`src/rtl/jtsdram_bank_check.sv`:
```
// rtl/jtsdram_bank_check.sv - SDRAM bank sweep engine: optional pattern write pass, then read-back compare
module jtsdram_bank_check #(
    parameter int AW   = 22,
    parameter int DW   = 32,
    parameter int ERRW = 16
) (
    input  logic            clk,
    input  logic            rst,
    input  logic            LVBL,
    input  logic            start,
    input  logic [1:0]      mode,
    input  logic [15:0]     data_ref,
    output logic [AW-1:0]   addr,
    output logic            rd,
    output logic            wr,
    output logic [DW-1:0]   din,
    input  logic            ack,
    input  logic            rdy,
    input  logic [DW-1:0]   data_read,
    output logic            busy,
    output logic            done,
    output logic            bad,
    output logic [ERRW-1:0] err_cnt,
    output logic [AW-1:0]   first_bad
);

    typedef enum logic [1:0] {IDLE, WRITE, READ, DONE} state_t;

    state_t        state;
    logic [15:0]   ref_r;
    logic          mbit0;
    logic          pend;
    logic          wait_rdy;
    logic          last;
    logic          miss;
    logic          nx_write;
    logic [AW-1:0] addr_nx;

    // Expected word at address a: the 16-bit seed, optionally mixed with the low address bits,
    // replicated across the data bus
    function automatic logic [DW-1:0] pat(input logic [15:0] r, input logic m, input logic [AW-1:0] a);
        logic [15:0] w;
        w = r ^ (m ? 16'(a) : 16'd0);
        return {(DW/16){w}};
    endfunction

    // Where the sweep goes once the current request completes, and whether the read data matches
    always_comb begin
        last     = &addr;
        addr_nx  = last ? '0 : addr + AW'(1);
        nx_write = (state == WRITE) && !last;
        miss     = data_read != pat(ref_r, mbit0, addr);
    end

    // Sweep FSM: one outstanding request, completion on rdy, new requests held off while LVBL is low
    always_ff @(posedge clk or posedge rst) begin
        if (rst) begin
            state     <= IDLE;
            addr      <= '0;
            rd        <= 1'b0;
            wr        <= 1'b0;
            din       <= '0;
            busy      <= 1'b0;
            done      <= 1'b0;
            bad       <= 1'b0;
            err_cnt   <= '0;
            first_bad <= '0;
            ref_r     <= '0;
            mbit0     <= 1'b0;
            pend      <= 1'b0;
            wait_rdy  <= 1'b0;
        end else if (start) begin
            // The first request is issued regardless of blanking
            state     <= mode[1] ? WRITE : READ;
            addr      <= '0;
            bad       <= 1'b0;
            err_cnt   <= '0;
            first_bad <= '0;
            done      <= 1'b0;
            pend      <= 1'b0;
            wait_rdy  <= 1'b0;
            busy      <= 1'b1;
            ref_r     <= data_ref;
            mbit0     <= mode[0];
            rd        <= !mode[1];
            wr        <= mode[1];
            if (mode[1]) din <= pat(data_ref, mode[0], '0);
        end else if (state == WRITE || state == READ) begin
            if (rd || wr) begin
                // A simultaneous rdy belongs to no accepted request yet, so only ack matters here
                if (ack) begin
                    rd       <= 1'b0;
                    wr       <= 1'b0;
                    wait_rdy <= 1'b1;
                end
            end else if (pend) begin
                if (LVBL) begin
                    pend <= 1'b0;
                    if (state == WRITE) begin
                        wr  <= 1'b1;
                        din <= pat(ref_r, mbit0, addr);
                    end else begin
                        rd <= 1'b1;
                    end
                end
            end else if (wait_rdy && rdy) begin
                wait_rdy <= 1'b0;
                if (state == READ && miss) begin
                    bad <= 1'b1;
                    if (err_cnt != '1) err_cnt <= err_cnt + ERRW'(1);
                    if (!bad) first_bad <= addr;
                end
                if (state == READ && last) begin
                    state <= DONE;
                    busy  <= 1'b0;
                    done  <= 1'b1;
                end else begin
                    addr <= addr_nx;
                    if (last) state <= READ;
                    if (!LVBL) begin
                        pend <= 1'b1;
                    end else if (nx_write) begin
                        wr  <= 1'b1;
                        din <= pat(ref_r, mbit0, addr_nx);
                    end else begin
                        rd <= 1'b1;
                    end
                end
            end
        end
    end

endmodule

```
`config.mk`:
```
export PLATFORM = sky130hd
export DESIGN_NAME = jtsdram_bank_check
export DESIGN_NICKNAME = d
export VERILOG_FILES = /design/src/rtl/jtsdram_bank_check.sv
export SDC_FILE = /design/constraint.sdc
export NUM_CORES = 1
export LEC_CHECK = 0
export ABC_CLOCK_PERIOD_IN_PS = 5900
export CELL_PAD_IN_SITES_DETAIL_PLACEMENT = 0
export CELL_PAD_IN_SITES_GLOBAL_PLACEMENT = 1
export CORE_MARGIN = 1.5
export CORE_UTILIZATION = 41
export DETAILED_ROUTE_END_ITERATION = 8
export PLACE_DENSITY_LB_ADDON = 0.08
export SLEW_MARGIN = 15
export SYNTH_ARGS = -nofsm -noshare
export SYNTH_HDL_FRONTEND = slang
export SYNTH_SLANG_ARGS = --single-unit
```
`constraint.sdc`:
```
create_clock -name clk -period 5.9 [get_ports clk]
set_clock_uncertainty 0.2 [all_clocks]
set_input_delay 0.59 -clock clk [delete_from_list [all_inputs] [get_ports clk]]
set_output_delay 0.59 -clock clk [all_outputs]
set_load 0.005 [all_outputs]
```
Yosys cells after proc, flatten, opt, wreduce, memory -nomap -nowiden. Cells that the tools add are included.

$add $sub $neg: 2. Equality and inequality tests: 21. Multiplexer cells: 94. Bitwise logic cells: 2. Reductions and logical operators: 31.

Operator list (count): 32-bit 2-to-1 mux (11); 22-bit 2-to-1 mux (14); 16-bit 2-to-1 mux (9); 1-bit 2-to-1 mux (52); 32-bit inequality test (1); 16-bit bitwise XOR (2); 22-bit by 1-bit adder with 22-bit output, second input constant (1); 22-bit AND reduction (1); 5-bit AND reduction (4); 16-bit by 1-bit adder with 16-bit output, second input constant (1); 2-bit 2-to-1 mux (8); 16-bit inequality test, second input constant (1); 4-bit by 3-bit inequality test with 1-bit output, second input constant (4); 8-bit AND reduction (2); 6-bit AND reduction (2); 3-bit nonzero test (4); 2-bit nonzero test (5); 3-bit inequality test, second input constant (3); 9-bit AND reduction (1); 2-bit inequality test, second input constant (4); 4-bit nonzero test (2); 3-bit by 2-bit inequality test with 1-bit output, second input constant (2); 5-bit by 4-bit inequality test with 1-bit output, second input constant (1); 1-bit logical AND (4); 9 further kinds (11).

Bits in registers: 118. Input port bits: 56. Output and inout port bits: 97. Logic and storage cells: 164.

Depth between registers and ports, before layout. Gate-level depths: netlist (run 1).

Word-level depth: 12. Depth in mapped cells: 11. Depth with buffers taken out: 10.

Worst setup path after synthesis (run 1). No wires, ideal clock.

Path type: input -> register. Start point: input data_read[14]. End point: register first_bad[10]. Library setup time: 0.132 ns. Arrival: 2.470 ns. Data required time: 5.568 ns. Path slack: 3.098 ns. Stages: 9. Path buffers: 1. Cells stage by stage: xnor2_1 a21oi_2 or4_4 nor4_4 o2111ai_2 o31ai_4 buf_8 mux2i_1 nor2_1.

Longest elaborated chain between the ends: 4.

RTL lines: start, declared (line 19) `input logic [DW-1:0] data_read,`; 32-bit inequality test (line 52) `miss = data_read != pat(ref_r, mbit0, addr);`; 1-bit logical AND (line 108) `if (state == READ && miss) begin`; 2-bit nonzero test (no line); 6-bit AND reduction (no line); end signal, assigned (line 111) `if (!bad) first_bad <= addr;`; end, declared (line 24) `output logic [AW-1:0] first_bad`.

No other way between the ends. A chain may end at the register's enable or synchronous reset.

Final worst setup path (run 1).
Start point: register addr[0]. End point: register din[18].

Longest elaborated chain between the ends: 12. Elaborated cells on any way between the ends: 20. Those cells by class: 1 x add/sub; 2 x eq/ne; 10 x mux; 1 x bitwise; 6 x reduce/logical.

RTL lines: start, declared (line 13) `output logic [AW-1:0] addr,`; start signal, assigned (line 118) `addr <= addr_nx;`; 22-bit by 1-bit adder with 22-bit output or 22-bit AND reduction (tied branches) (line 50, 49); 22-bit 2-to-1 mux (line 50) `addr_nx = last ? '0 : addr + AW'(1);`; 16-bit 2-to-1 mux (line 43) `w = r ^ (m ? 16'(a) : 16'd0);`; 16-bit bitwise XOR (line 43); 32-bit 2-to-1 mux (line 122) `end else if (nx_write) begin`; 32-bit 2-to-1 mux (line 120) `if (!LVBL) begin`; 32-bit 2-to-1 mux (line 113) `if (state == READ && last) begin`; 32-bit 2-to-1 mux (line 106) `end else if (wait_rdy && rdy) begin`; 32-bit 2-to-1 mux (line 96) `end else if (pend) begin`; 32-bit 2-to-1 mux (line 89) `if (rd || wr) begin`; 32-bit 2-to-1 mux (line 88) `end else if (state == WRITE || state == READ) begin`; 32-bit 2-to-1 mux (line 72) `end else if (start) begin`; end signal, assigned (line 87) `if (mode[1]) din <= pat(data_ref, mode[0], '0);`; end signal, assigned (line 101) `din <= pat(ref_r, mbit0, addr);`; end signal, assigned (line 124) `din <= pat(ref_r, mbit0, addr_nx);`; end, declared (line 16) `output logic [DW-1:0] din,`.

Several ways; a longest one is shown, not always the timed one. The select of a mux whose other input is x is not followed.

==> impl_metrics.tcl, run 1 <==
set metrics [dict create \
    status "complete, no violations" \
    fin_crit_ns 3.56 \
    numCtsBuffers 9 \
    io_pins 153 \
    drc_errors 0 \
    antenna_found_initial 0 \
    cts_tree "built" \
    htreeDepth 3 \
    drive_above_1_share_pct 6.54 \
    gr-usage-met1_pct 32.1 \
    rr_worst_depth 8 \
    track_usage_pct 22.9 \
    syn_nets 793 \
    p_leak_nw 3.45 \
    synth.top_cell.area_share_pct 39.6 \
    cp.depth 8 \
    hold-worst-slack_ns 0.309 \
    syn-cell-area_sq_um 6440 \
    start_util_pct 42.2 \
    rsz0062_at_grt "false" \
    antenna_cells 0 \
    syn_avg_cell_area_sq_um 8.79 \
    area_growth_pct 27.3 \
    worst_path_dominant_cell_family "simple AND/OR/NAND/NOR gates" \
    grt_pass1_wl_mm 29.4 \
    worstPathArrival_ns 3.60 \
    num_vias 5552 \
    drt_first_iter_violations 377 \
    relSlewSlack_pct 29.8 \
    core_sq_um 15300 \
    path_cells "ha_1, nand3_1, nor4_2, and2_1, nor2_1, nor2_1, o21ai_2, mux2_1" \
    critPathMaxFanout 23 \
    r2r_slack_ns 2.34 \
    synth.area.top_cells "dfrtp_1 40%, nor2_1 5.6%, xnor2_1 5.4%" \
    clk_pin_slew_ns 0.08 \
    hold_viol 0 \
    cts_sinks 102 \
    grt_pass1_vias 5441 \
    grtUsageMet3_pct 4.91 \
    synth_ff_type "dfrtp_1" \
    grt_start_max_net_pins 65 \
    hold_path_class "flop to flop" \
    fmaxAchievable_ghz 0.281 \
    critPathMaxStageDelay_ns 0.67 \
    endpoint_kind "flop" \
    yosys.area.top_type "dfrtp_1" \
    worst-path-buf-inv 0 \
    die_w_um 128 \
    worstSetupPathType "flop to flop" \
    dp_hpwl_mm 13.0 \
    drt_pass1_iterations 5 \
    setup-tns-final_ns 0 \
    ant_nets 0 \
    start_kind "flop" \
    cts_hold_buffers 0 \
    yosys.cell_types.count 67 \
    avgRoutedWirePerCell_um 17.3 \
    met2_usage_pct 36.4 \
    routed_wl_mm 18.2 \
    drv_slew 0 \
    synth_seq_cells 102 \
    cts_setup_buffers 0 \
    root_buffer "clkbuf_16" \
    synth-seq-area-share_pct 39.6 \
    drv_cap 0 \
    clockBufferDepth 2 \
    cts.repair.resized 0 \
    synth_enable_flop_cells 0 \
    slowest_stage "dfrtp_1" \
    die_area_sq_um 16500 \
    vdd_drop_max_mv 0.154 \
    endpoint "din[18]" \
    synthCells 733 \
    core.rowCount 45 \
    critPathLaunch "addr[0]" \
    gp_congestion 0.882 \
    viasPerCell 5.28 \
    tightestPinTransition_ns 1.05 \
    r2r_start "addr[0]" \
    ys_warn_count 0 \
    crit_top_cell "nor2_1" \
    layout.nets 896 \
    port_buffers 152 \
    finalCritPeriodShare_pct 60.3 \
    busiest_layer "met2" \
    power_density_nw_per_um2 221 \
    fp.dieH_um 128 \
    worstPathRequired_ns 5.94 \
    grt_overflow_total 0 \
    reg2reg_to "din[18]" \
    worstSkewPairLatency_ns 0.37 \
    final-setup-viol-count 0 \
    async_flop_share_pct 100 \
]
-- routing by layer --
layer	vias up	routed length, um
met3	16	1070
li1	2691	-
met2	176	8360
met1	2669	8540
met4	0	242
met5	-	0
-- tightest hold or removal path: cells and delay by family, from the launching register on --
kind,cells,cell delay [ns]
simple gates,2,0.12
flops,1,0.36
-- placed cells by master, fill, tap and decap left out, types with 10 or more instances in the layout --
master | Yosys | routed
a21oi_1 | 19 | 19
o21ai_0 | 46 | 46
nor2b_1 | 15 | 15
nor2_1 | 97 | 97
mux2i_1 | 32 | 32
xor2_1 | 21 | 21
xnor2_1 | 40 | 40
nand2_1 | 82 | 82
and3_1 | 12 | 12
nor3_1 | 19 | 19
nand4_1 | 12 | 12
mux2_2 | 10 | 10
dfrtp_1 | 102 | 102
inv_1 | 23 | 22
mux2_1 | 16 | 16
clkdlybuf4s50_1 | 0 | 151
nand3_1 | 23 | 23
-- worst min-delay path by stage --
stage	startpoint	endpoint	slack, ns	cells after the start
after global placement	busy	busy	0.27	2
after floorplan	busy	busy	0.27	2
after CTS	busy	busy	0.31	2
final	busy	busy	0.31	2
after detailed placement	busy	busy	0.27	2
after global routing	din[17]	din[17]	0.35	1
-- area by class of cell --
| type | instances | area [sq um] |
|---|---|---|
| Fill cell | 1438 | 7050 |
| Multi-Input combinational cell | 542 | 3400 |
| Sequential cell | 102 | 2550 |
| Timing Repair Buffer | 157 | 1560 |
| Tap cell | 211 | 264 |
| Clock buffer | 9 | 225 |
| Clock inverter | 7 | 114 |
| Inverter | 24 | 92.6 |
-- kinds of logic after synthesis --
| group | synth area share [%] |
|---|---|
| simple gates | 22.8 |
| compound gates | 11.1 |
| flops | 39.6 |
| buf+inv | 7.69 |
| xor+xnor | 8.54 |
| mux | 9.51 |
| fa+ha+maj | 0.777 |
-- stage by stage --
step | instance area (sq um) | utilization [%] | worst slack (ns) | instances | power [mW]
after global routing | 8210 | 53.8 | 1.96 | 1052 | 1.90
after floorplan | 6440 | - | 2.43 | 733 | 0.998
after global placement | 7870 | 51.6 | 2.29 | 1036 | 1.14
final | 8210 | 53.8 | 2.34 | 1052 | 1.82
after detailed placement | 7870 | 51.6 | 2.26 | 1036 | 1.15
after CTS | 8210 | 53.8 | 2.32 | 1052 | 1.84
-- synth_stat cells, types with 16 or more instances --
master	count
inv_1	23
clkbuf_1	19
xor2_1	21
xnor2_1	40
nor3_1	19
buf_4	20
mux2i_1	32
a21oi_1	19
o21ai_0	46
nand2_1	82
mux2_1	16
nand3_1	23
nor2_1	97
dfrtp_1	102
-- registers in the layout, indices dropped and copies added (netlist names) --
name       count
addr          22
first_bad     22
din           16
err_cnt       16
ref_r         16
state          2
bad            1
busy           1
done           1
mbit0          1
pend           1
rd             1
wait_rdy       1
wr             1
-- where the power goes --
group,internal (mW),switching (mW),leakage [nW]
clock,0.383,0.302,0.166
combinational,0.193,0.151,1.95
sequential,0.737,0.0505,1.34
total,1.31,0.504,3.45
Power figures use the tool's default switching activity.
==> run 2: changes to the inputs <==
Settings changed: ABC_CLOCK_PERIOD_IN_PS 5900 to 3700, CORE_UTILIZATION 41 to 38.
Clock period 5.9 ns to 3.7 ns, I/O delays scaled along.
==> impl_metrics.tcl, run 2 (synthesis gave the netlist of run 1 again) <==
set metrics [dict create \
    drt_first_iter_violations 330 \
    hold_path_class "primary input to flop" \
    clockBufferDepth 2 \
    worstSetupPathType "flop to flop" \
    finalCritPeriodShare_pct 89.2 \
    hold_viol 0 \
    cts_sinks 102 \
    relSlewSlack_pct 42.5 \
    endpoint_kind "flop" \
    grt_pass1_vias 5616 \
    worst-path-buf-inv 1 \
    fmaxAchievable_ghz 0.303 \
    die_w_um 133 \
    numCtsBuffers 9 \
    comb_power_share_pct 21.0 \
    grt_pass1_wl_mm 31.0 \
    wl_met3_mm 1.03 \
    place_area_sq_um 8070 \
    cts_setup_buffers 0 \
    start_util_pct 38.9 \
    worstPathRequired_ns 3.74 \
    mostFrequentLayoutCell "clkdlybuf4s50_1" \
    drc_errors 0 \
    critPathMaxStageDelay_ns 0.86 \
    path_cells "nand2_1, xnor2_1, mux2i_1, nor4_4, o2111ai_2, nor3_2, buf_12, nor4_1, mux2_1" \
    switchingPower_mw 0.786 \
    area_growth_pct 29.6 \
    min_path_cells 2 \
    tightestPinTransition_ns 0.862 \
    largestRegisters "addr (22), first_bad (22)" \
    vdd_drop_max_mv 0.232 \
    gp_congestion 0.867 \
    setup-tns-final_ns 0 \
    antenna_found_initial 0 \
    switching_share_pct 28.4 \
    fin_crit_ns 3.30 \
    io_pins 153 \
    p_int_mw 1.98 \
    drt_pass1_iterations 5 \
    clk_pin_slew_ns 0.07 \
    dp_cells 1065 \
    seqPwrFrac_pct 45.1 \
    fp.dieH_um 133 \
    core.rowCount 47 \
    utilization_pct 50.4 \
    worst_path_dominant_cell_family "simple AND/OR/NAND/NOR gates" \
    grt_overflow_total 0 \
    power_density_nw_per_um2 331 \
    cts.repair.resized 0 \
    avgRoutedWirePerCell_um 17.5 \
    status "complete, no violations" \
    drv_slew 0 \
    wl_met1_mm 8.80 \
    design_area_sq_um 8360 \
    viasPerCell 5.31 \
    start_kind "flop" \
    layout_common_cells "151 x clkdlybuf4s50_1, 102 x dfrtp_1, 97 x nor2_1" \
    worstSkewPairLatency_ns 0.36 \
    slowest_stage "dfrtp_1" \
    critPathMaxFanout 23 \
    highest_layer "met4" \
    dp_hpwl_mm 13.7 \
    worstPathArrival_ns 3.34 \
    port_buffers 152 \
    r2r_slack_ns 0.40 \
    stdcell_count 1080 \
    finalPower_mw 2.76 \
    track_usage_pct 22.1 \
    num_vias 5733 \
    die_area_sq_um 17800 \
    drive_above_1_share_pct 8.60 \
    clkPwrFrac_pct 34.0 \
    cp.depth 9 \
    core_sq_um 16600 \
    wl_met2_mm 8.83 \
    antenna_cells 0 \
    grt_start_max_net_pins 68 \
    drv_cap 0 \
    cts_tree "built" \
    htreeDepth 3 \
    rr_worst_depth 9 \
    p_leak_nw 3.54 \
    final-setup-viol-count 0 \
    cts_hold_buffers 0 \
    ant_nets 0 \
    layout.nets 916 \
    root_buffer "clkbuf_16" \
    routed_wl_mm 18.9 \
    rsz0062_at_grt "false" \
]
[run 2: cell count changes in the layout (fill, tap and decap cells not counted), sizes merged]
cell	delta
clkinvlp	+2
inv	-2
clkbuf	+1
buf	+20
bufinv	-2
[run 2: power by group through the flow]
stage               Combinational, mW  Sequential, mW  Clock [mW]
floorplan                       0.346            1.25           0
global placement                0.579            1.26           0
detailed placement              0.582            1.27           0
CTS                             0.586            1.25       0.964
global route                    0.634            1.26        1.00
finish                          0.579            1.25       0.938
[run 2: worst reg2reg max path, cell delays in order, from the launching register on]
cell       delay [ns]
dfrtp_1          0.86
nand2_1          0.18
xnor2_1          0.32
mux2i_1          0.18
nor4_4           0.29
o2111ai_2        0.22
nor3_2           0.34
buf_12           0.20
nor4_1           0.08
mux2_1           0.33
[run 2: layout make-up]
cell class,instances,area (sq um)
clock inverter,5,43.8
sequential,102,2550
clock buffer,10,239
tap,220,275
inverter,24,92.6
fill,1575,8230
multi-input combinational,542,3410
timing repair buffer,177,1740
[run 2: path summary, 6_finish.rpt]
| check | start | to |
|---|---|---|
| worst max-delay path | mbit0 | err_cnt[11] |
| worst min-delay path | start | first_bad[7] |
| worst max register to register | mbit0 | err_cnt[11] |
| worst min register to register | din[16] | din[16] |
| max in group asynchronous | rst | din[15] |
| min in group asynchronous | rst | first_bad[6] |
[run 2: stage by stage]
stage | hold WS, ns | worst slack, ns
floorplan | 0.261 | 0.455
global placement | 0.291 | 0.378
detailed placement | 0.308 | 0.384
CTS | 0.185 | 0.366
global route | 0.200 | 0.125
finish | 0.191 | 0.398
[run 2: layer usage]
| metal | vias to the layer above | track usage, % |
|---|---|---|
| li1 | 2744 | - |
| met1 | 2770 | 30.9 |
| met2 | 200 | 35.1 |
| met3 | 19 | 4.22 |
| met4 | 0 | 5.92 |
| met5 | - | 0 |
==> run 3: changes to the inputs <==
Settings changed: PLACE_DENSITY_LB_ADDON 0.08 to 0.1.
==> impl_metrics.tcl, run 3 (synthesis gave the netlist of run 1 again) <==
set metrics [dict create \
    fmaxAchievable_ghz 0.302 \
    gp_congestion 0.841 \
    start_util_pct 38.9 \
    cts_tree "built" \
    worstSkewPairLatency_ns 0.36 \
    worstPathArrival_ns 3.34 \
    clk_pin_slew_ns 0.08 \
    cts.repair.resized 0 \
    clkPwrFrac_pct 37.1 \
    core_sq_um 16600 \
    layout.nets 913 \
    cts_sinks 102 \
    layout_common_cells "151 x clkdlybuf4s50_1, 102 x dfrtp_1, 97 x nor2_1" \
    numCtsBuffers 9 \
    worst_path_dominant_cell_family "simple AND/OR/NAND/NOR gates" \
    drt_first_iter_violations 514 \
    crit_top_cell "nor2_1" \
    hold_path_class "primary input to async pin" \
    cts_setup_buffers 0 \
    hold-worst-slack_ns 0.215 \
    viasPerCell 5.23 \
    rsz0062_at_grt "false" \
    fin_crit_ns 3.31 \
    relSlewSlack_pct 51.7 \
    cts_hold_buffers 0 \
    slowest_stage "dfrtp_1" \
    die_w_um 133 \
    drv_cap 0 \
    vdd_drop_max_mv 0.204 \
    antenna_cells 0 \
    drc_errors 0 \
    htreeDepth 3 \
    root_buffer "clkbuf_16" \
    p_leak_nw 3.54 \
    critPathMaxStageDelay_ns 0.82 \
    tightestPinTransition_ns 0.724 \
    port_buffers 152 \
    status "complete, no violations" \
    setup-tns-final_ns 0 \
    path_cells "nand2_1, xnor2_1, and3_1, nor2_1, or4_1, nor3_2, buf_4, nor2_1, mux2_1" \
    grt_start_max_net_pins 67 \
    worstPathRequired_ns 3.73 \
    drive_above_1_share_pct 8.39 \
    drv_slew 0 \
    avgRoutedWirePerCell_um 17.4 \
    track_usage_pct 21.5 \
    num_vias 5638 \
    seqPwrFrac_pct 43.3 \
    finalCritPeriodShare_pct 89.4 \
    hold_viol 0 \
    core.rowCount 47 \
    routed_wl_mm 18.7 \
    switchingPower_mw 0.787 \
    mostFrequentLayoutCell "clkdlybuf4s50_1" \
    io_pins 153 \
    switching_share_pct 27.2 \
    clockBufferDepth 2 \
    grt_pass1_vias 5400 \
    largestRegisters "addr (22), first_bad (22)" \
    critPathMaxFanout 21 \
    ant_nets 0 \
    die_area_sq_um 17800 \
    antenna_found_initial 0 \
    utilization_pct 50.4 \
    final-setup-viol-count 0 \
    endpoint_kind "flop" \
    regArea_sq_um 2550 \
    comb_power_share_pct 19.6 \
    worst-path-buf-inv 1 \
    power_density_nw_per_um2 346 \
    fp.dieH_um 133 \
    finalPower_mw 2.90 \
    grt_overflow_total 0 \
    start_kind "flop" \
    dp_hpwl_mm 13.7 \
    area_growth_pct 29.7 \
    drt_pass1_iterations 5 \
    grt_pass1_wl_mm 30.0 \
    p_int_mw 2.11 \
    nFillCells 1593 \
    multi_input_area_sq_um 3400 \
    worstSetupPathType "flop to flop" \
]
## run 3: worst paths after layout
path                        from             to  slack [ns]  depth (start not counted)
hold reg to reg             busy           busy        0.29                          2
setup / recovery           mbit0     err_cnt[0]        0.39                          9
max in group asynchronous    rst  first_bad[13]        2.36                          3
min in group clk            busy           busy        0.29                          2
hold / removal               rst           done        0.21                          2
setup reg to reg           mbit0     err_cnt[0]        0.39                          9
## run 3: through the flow
stage / area [sq um] / worst slack (ns) / instances
finish: 8360 / 0.393 / 1078
detailed placement: 8030 / 0.342 / 1062
global placement: 8030 / 0.389 / 1062
CTS: 8360 / 0.394 / 1078
global route: 8360 / 0.220 / 1078
floorplan: 6440 / 0.455 / 733
## run 3: power by group through the flow
stage                     Clock (mW)  Combinational, mW  Sequential [mW]
after global routing            1.13              0.623             1.27
after floorplan                    0              0.346             1.25
after global placement             0              0.566             1.27
final                           1.07              0.566             1.25
after detailed placement           0              0.569             1.28
after CTS                       1.09              0.573             1.25
## run 3: per-layer routing
layer	GRT usage, %	share of wire [%]
met5	0	0
met4	6.28	1.6
met3	3.23	4.6
met2	33.7	45
met1	30.9	49
## run 3: area by class of cell
class	count	share of cell area, %
sequential	102	30.5
multi-input combinational	542	40.7
tap	220	3.29
clock buffer	10	2.86
clock inverter	6	1.11
inverter	24	1.11
timing repair buffer	174	20.4
## run 3: worst reg2reg max path: stages, from the launching register on
cell and delay (ns):
dfrtp_1 0.82, nand2_1 0.18, xnor2_1 0.22, and3_1 0.18
nor2_1 0.06, or4_1 0.57, nor3_2 0.19, buf_4 0.29
nor2_1 0.13, mux2_1 0.35
